[config.mk]
export PLATFORM = sky130hd
export DESIGN_NAME = add36_share_arb
export DESIGN_NICKNAME = d
export VERILOG_FILES = /design/src/rtl/add36_share_arb.sv
export SDC_FILE = /design/constraint.sdc
export NUM_CORES = 1
export LEC_CHECK = 0
export CORE_ASPECT_RATIO = 0.75
export CORE_UTILIZATION = 45
export CTS_BUF_LIST = sky130_fd_sc_hd__clkbuf_8
export DETAILED_ROUTE_END_ITERATION = 10
export PLACE_DENSITY = 0.83
export SLEW_MARGIN = 20
export SYNTH_ARGS = -nofsm -noshare
export SYNTH_HDL_FRONTEND = slang
export SYNTH_SLANG_ARGS = --single-unit
[constraint.sdc]
create_clock -name clk -period 5.5 [get_ports clk]
set_input_delay 0.825 -clock clk [delete_from_list [all_inputs] [get_ports clk]]
set_output_delay 0.825 -clock clk [all_outputs]
set_load 0.1 [all_outputs]
[src/rtl/add36_share_arb.sv]
// add36_share_arb: round-robin sequencer that time-shares one 36-bit adder
// among NREQ requesters. Each transaction goes through IDLE (grant and operand
// capture), EXEC (shared add) and RESP (hold result until the consumer takes it).
//
// Optional feature: define ADD36_ARB_CARRY_EN to add the registered rsp_carry
// output. The carry is rebuilt from the operand and sum MSBs, so the shared
// adder stays 36 bits wide.
module add36_share_arb #(
    parameter int NREQ = 4,
    parameter int IDW  = 2,
    parameter int W    = 36
) (
    input  logic                 clk,
    input  logic                 rst,
    input  logic [NREQ-1:0]      req_valid,
    output logic [NREQ-1:0]      req_ready,
    input  logic [NREQ*W-1:0]    req_a,
    input  logic [NREQ*W-1:0]    req_b,
    output logic                 rsp_valid,
    input  logic                 rsp_ready,
    output logic [W-1:0]         rsp_sum,
    output logic [IDW-1:0]       rsp_id,
`ifdef ADD36_ARB_CARRY_EN
    output logic                 rsp_carry,
`endif
    output logic                 busy
);

    typedef enum logic [1:0] {
        S_IDLE = 2'd0,
        S_EXEC = 2'd1,
        S_RESP = 2'd2
    } state_t;

    // Shared adder: plain unsigned add, wraps modulo 2^W.
    function automatic logic [W-1:0] adder36(input logic [W-1:0] a, input logic [W-1:0] b);
        return a + b;
    endfunction

`ifdef ADD36_ARB_CARRY_EN
    // Carry-out recovered from the MSBs: both set, or exactly one set and the sum MSB cleared.
    function automatic logic carry36(input logic [W-1:0] a, input logic [W-1:0] b,
                                     input logic [W-1:0] s);
        return (a[W-1] & b[W-1]) | ((a[W-1] ^ b[W-1]) & ~s[W-1]);
    endfunction
`endif

    state_t           state_q, state_d;
    logic [IDW-1:0]   last_grant_q, last_grant_d;
    logic [W-1:0]     op_a_q, op_a_d;
    logic [W-1:0]     op_b_q, op_b_d;
    logic [IDW-1:0]   id_q, id_d;
    logic             rsp_valid_q, rsp_valid_d;
    logic [W-1:0]     rsp_sum_q, rsp_sum_d;
    logic [IDW-1:0]   rsp_id_q, rsp_id_d;
`ifdef ADD36_ARB_CARRY_EN
    logic             rsp_carry_q, rsp_carry_d;
`endif

    logic             grant_found_s;
    logic [IDW-1:0]   grant_idx_s;
    logic [IDW-1:0]   cand_s;
    logic [NREQ-1:0]  req_ready_s;
    logic [W-1:0]     sum_s;

    // The single shared adder always sees the captured operands.
    assign sum_s = adder36(op_a_q, op_b_q);

    // Round-robin scan: first valid requester after last_grant (wrapping) wins.
    always_comb begin
        grant_found_s = 1'b0;
        grant_idx_s   = '0;
        cand_s        = '0;
        for (int k = 1; k <= NREQ; k++) begin
            cand_s = IDW'((int'(last_grant_q) + k) % NREQ);
            if (!grant_found_s && req_valid[cand_s]) begin
                grant_found_s = 1'b1;
                grant_idx_s   = cand_s;
            end else begin
                grant_found_s = grant_found_s;
            end
        end
    end

    // Next-state and datapath update; req_ready is only ever raised in IDLE.
    always_comb begin
        state_d      = state_q;
        last_grant_d = last_grant_q;
        op_a_d       = op_a_q;
        op_b_d       = op_b_q;
        id_d         = id_q;
        rsp_valid_d  = rsp_valid_q;
        rsp_sum_d    = rsp_sum_q;
        rsp_id_d     = rsp_id_q;
`ifdef ADD36_ARB_CARRY_EN
        rsp_carry_d  = rsp_carry_q;
`endif
        req_ready_s  = '0;

        case (state_q)
            S_IDLE: begin
                if (grant_found_s) begin
                    req_ready_s[grant_idx_s] = 1'b1;
                    op_a_d  = req_a[grant_idx_s*W +: W];
                    op_b_d  = req_b[grant_idx_s*W +: W];
                    id_d    = grant_idx_s;
                    state_d = S_EXEC;
                end else begin
                    state_d = S_IDLE;
                end
            end
            S_EXEC: begin
                rsp_sum_d   = sum_s;
                rsp_id_d    = id_q;
                rsp_valid_d = 1'b1;
`ifdef ADD36_ARB_CARRY_EN
                rsp_carry_d = carry36(op_a_q, op_b_q, sum_s);
`endif
                state_d     = S_RESP;
            end
            S_RESP: begin
                // Pointer moves only when the result is taken, so fairness
                // follows completed transactions, not grants.
                if (rsp_valid_q && rsp_ready) begin
                    rsp_valid_d  = 1'b0;
                    last_grant_d = rsp_id_q;
                    state_d      = S_IDLE;
                end else begin
                    state_d = S_RESP;
                end
            end
            default: begin
                rsp_valid_d = 1'b0;
                state_d     = S_IDLE;
            end
        endcase
    end

    // State and datapath registers; reset drops any in-flight transaction.
    always_ff @(posedge clk) begin
        if (rst) begin
            state_q      <= S_IDLE;
            last_grant_q <= IDW'(NREQ - 1);
            op_a_q       <= '0;
            op_b_q       <= '0;
            id_q         <= '0;
            rsp_valid_q  <= 1'b0;
            rsp_sum_q    <= '0;
            rsp_id_q     <= '0;
`ifdef ADD36_ARB_CARRY_EN
            rsp_carry_q  <= 1'b0;
`endif
        end else begin
            state_q      <= state_d;
            last_grant_q <= last_grant_d;
            op_a_q       <= op_a_d;
            op_b_q       <= op_b_d;
            id_q         <= id_d;
            rsp_valid_q  <= rsp_valid_d;
            rsp_sum_q    <= rsp_sum_d;
            rsp_id_q     <= rsp_id_d;
`ifdef ADD36_ARB_CARRY_EN
            rsp_carry_q  <= rsp_carry_d;
`endif
        end
    end

    assign req_ready = req_ready_s;
    assign rsp_valid = rsp_valid_q;
    assign rsp_sum   = rsp_sum_q;
    assign rsp_id    = rsp_id_q;
    assign busy      = (state_q != S_IDLE);
`ifdef ADD36_ARB_CARRY_EN
    assign rsp_carry = rsp_carry_q;
`endif

endmodule

==> results.toml <==
[synth]
synth-warning-count = 0
synth_enable_flop_cells = 0
netlist_top_cells_area = "sky130_fd_sc_hd__dfxtp_1 28%, sky130_fd_sc_hd__nand2_1 19%, sky130_fd_sc_hd__nand3_1 15%, sky130_fd_sc_hd__a21oi_1 7.5%, sky130_fd_sc_hd__ha_1 5.3%"
synth_sequential_area_ratio_pct = 28.22
yosys_cell_types = 59
synth_top_area_share_pct = 28.22
postSynthAreaPerCell_um2 = 6.414
syn-num-nets = 1625
syn_inst = 1294
yosys_register_bits = 117
yosysTopAreaCell = "sky130_fd_sc_hd__dfxtp_1"
postSynth.topFlopCell = "sky130_fd_sc_hd__dfxtp_1"
syn_area_um2 = 8299
async_flop_share_pct = 0

[setup_path]
r2r_setup_slack_ps = 2600
reg2reg_to = "rsp_sum[35]$_SDFFE_PP0P_"
number_of_buffers_and_inverters_on_the_critical_path = 3
worstSetupEndpointType = "primary output"
worstPathMaxFanout = 3
required_ps = 4680
crit_path_start_kind = "input pin"
category_of_the_critical_setup_timing_path = "input pin to primary output"
r2r-start = "op_b_q[17]$_SDFFE_PP0P_"
r2r.worst_path.cells = 9
crit_family = "buffers and inverters"
data_arrival_time_at_the_worst_slack_endpoint_ps = 3300
worstPathCellList = "clkdlybuf4s50_1, inv_1, a221oi_1, a31oi_1, a211o_1, nor2_1, clkdlybuf4s50_1"
critical-path-top-cell-by-count = "sky130_fd_sc_hd__clkdlybuf4s50_1"
slowest_delay_ps = 1130
slowest_cell_on_the_critical_path = "sky130_fd_sc_hd__clkdlybuf4s50_1"

[place]
globalplace.congestion = 0.9369
hpwl_um = 22690
io_buffers = 338

[routing]
drt_iter0_drc = 806
via_per_inst = 5.545
vias = 10080
wl_per_cell_um = 16.44
finalWirelength_um = 29900
drcViolationCount = 0
dr.pass1.iters = 8
remaining_number_of_nets_flagged_by_the_antenna_check_after_routing = 0

[pwr]
clock_power_share_pct = 26.6
power.ir.vdd_worst_mv = 0.1583
cellInternalPower_w = 0.001987
power-per-cell-area_nw_per_um2 = 271.0
power.switching_w = 0.001304
fin_total_pwr_w = 0.003291
seqPwrFrac_pct = 31.4
comb_power_share_pct = 41.9
power_switching_share_pct = 39.62
power.static_leakage_nw = 5.013

[timing]
clock.fmax_ghz = 0.2424
min_period_ps = 4126
worst_slew_margin_rel_pct = 32.55
finalHoldViolations = 0
setup_viol_count_final = 0
min_period_over_period_pct = 75.01
final.hold.worst_slack_ps = 451.1
fin_setup_tns_ps = 0
fin_worst_skew_ps = 10.45
worst_slew_pin_slew_ps = 1009
timing_max_transition_violations_final = 0
grt_setup_unrepaired = "false"

[die]
placement_rows = 42
width_of_the_die_um = 158.8
core_um2 = 17870
num_ports = 339
floorplan.die.height_um = 119.6
dieArea_um2 = 19000
initial_core_util_pct = 46.45

[clocking]
cts-root-to-sink-buffers = 2
tritoncts_num_sinks = 117
clock_tree.htree_level_count = 4
cts_buffers = 17
count_of_cells_resized_by_post_cts_repair = 0
postCtsSetupRepairBufs = 0
cts_tree = "built"
postCtsHoldBufs = 0
worst_skew_pair.late_latency_ps = 450
clockRootBuffer = "sky130_fd_sc_hd__clkbuf_8"
worst_setup_hold_path_clk_slew_ps = 70

[layout]
flow.area_growth_from_synthesis_pct = 46.33
layout.cells.most_common = "sky130_fd_sc_hd__nand2_1"
layout.area.seq_um2 = 2342
layout-drive-gt1-share_pct = 4.254
final_cell_mix = "426 x sky130_fd_sc_hd__nand2_1, 334 x sky130_fd_sc_hd__clkdlybuf4s50_1, 250 x sky130_fd_sc_hd__nand3_1"
postLayoutCoreUtil_pct = 67.97
multi_input_comb_area_um2 = 5564
finalNetCount = 1893
nFillCells = 1648

[global_routing]
gr-usage-met2_pct = 45.29
grt_remaining_overflow = 0
wire_length_of_the_first_global_routing_pass_um = 47180
met1_layer_usage_reported_by_global_route_pct = 44.37
grt_pass1_vias = 9119
grt_antenna_before_repair = 1
busiest_grt_layer = "met2"
grt_util_all_layers_pct = 31.22
grt_start_max_net_pins = 135
groute.layer.met3.usage_pct = 9.056

[status]
run_status = "completed"

[hold_path]
hold-path-cell-count = 2
worstHoldStart = "rsp_sum[14]$_SDFFE_PP0P_"
worst_hold_path_type = "flop to flop"
hold_path_end = "rsp_sum[14]$_SDFFE_PP0P_"

[job]
max_cap_viol_count = 0
==> state kept, by name, indices dropped and copies added (netlist names) <==
| register | flops |
|---|---|
| last_grant_q | 2 |
| id_q | 2 |
| rsp_id | 2 |
| state_q | 2 |
| op_b_q | 36 |
| rsp_sum | 36 |
| rsp_valid | 1 |
| op_a_q | 36 |
==> metrics by stage <==
step | worst slack, ps | area (um2) | cells
finish | 1374 | 12140 | 1818
global route | 1264 | 12140 | 1818
global placement | 1374 | 11700 | 1785
detailed placement | 1385 | 11700 | 1785
CTS | 1386 | 12140 | 1817
floorplan | 1399 | 8299 | 1294
==> cell families after synthesis <==
logic type,count (synthesis),share of synthesized area [%]
compound gates,238,17.74
flops,117,28.22
xor+xnor,16,1.688
buf+inv,107,5.277
simple gates,776,41.05
fa+ha+maj,36,5.518
mux,4,0.4975
==> worst register-to-register path: stages, from the launching register on <==
cell                       delay, ps
sky130_fd_sc_hd__dfxtp_1         340
sky130_fd_sc_hd__ha_1            400
sky130_fd_sc_hd__a21oi_1         420
sky130_fd_sc_hd__nand2_1         120
sky130_fd_sc_hd__a221oi_2        310
sky130_fd_sc_hd__and3_1          210
sky130_fd_sc_hd__a21o_2          190
sky130_fd_sc_hd__o41ai_4         100
sky130_fd_sc_hd__a221oi_2        350
sky130_fd_sc_hd__mux2_1          360
==> layer usage <==
layer / part of all wire [%] / routed length, um
met1: 47 / 13960
met2: 43 / 12800
met4: 2.0 / 598
met3: 8.5 / 2545
met5: 0 / 0
==> how the worst max path moves through the flow <==
stage | endpoint | cells after the start | slack, ps | start
after floorplan | req_ready[1] | 8 | 1400 | req_valid[0]
after global placement | req_ready[2] | 7 | 1370 | req_valid[2]
final | req_ready[2] | 7 | 1370 | req_valid[2]
after CTS | req_ready[2] | 7 | 1390 | req_valid[2]
after detailed placement | req_ready[2] | 7 | 1380 | req_valid[2]
after global routing | req_ready[2] | 7 | 1260 | req_valid[2]
==> synthesized netlist by cell type (8+ instances only) <==
cell,instances
sky130_fd_sc_hd__nand2_1,426
sky130_fd_sc_hd__nand3_1,250
sky130_fd_sc_hd__a21oi_1,125
sky130_fd_sc_hd__dfxtp_1,117
sky130_fd_sc_hd__clkbuf_1,73
sky130_fd_sc_hd__ha_1,35
sky130_fd_sc_hd__nor2_1,35
sky130_fd_sc_hd__o21ai_0,24
sky130_fd_sc_hd__a21o_1,20
sky130_fd_sc_hd__buf_2,15
sky130_fd_sc_hd__nor3_1,12
sky130_fd_sc_hd__o211ai_1,12
sky130_fd_sc_hd__xnor2_1,10
sky130_fd_sc_hd__a211oi_1,9
sky130_fd_sc_hd__and3_1,9
sky130_fd_sc_hd__inv_1,9
sky130_fd_sc_hd__buf_1,8
sky130_fd_sc_hd__o21a_1,8
sky130_fd_sc_hd__or3_1,8
==> area by class of cell <==
type                            instances  share of cell area, %
Inverter                                9                 0.2782
Tap cell                              242                  2.493
Timing Repair Buffer                  347                  28.47
Sequential cell                       117                  19.29
Antenna cell                            1                0.02061
Clock buffer                           19                  2.153
Clock inverter                         13                  1.484
Multi-Input combinational cell       1070                  45.82
==> power by group through the flow <==
stage	clock network [W]	registers [W]	logic, W
after global placement	0	0.00105	0.00134
after floorplan	0	0.00123	0.000695
after detailed placement	0	0.00105	0.00136
after global routing	0.000932	0.00105	0.00149
final	0.000876	0.00103	0.00138
after CTS	0.000884	0.00103	0.00137
No activity file was read; power rests on OpenSTA's default activity.
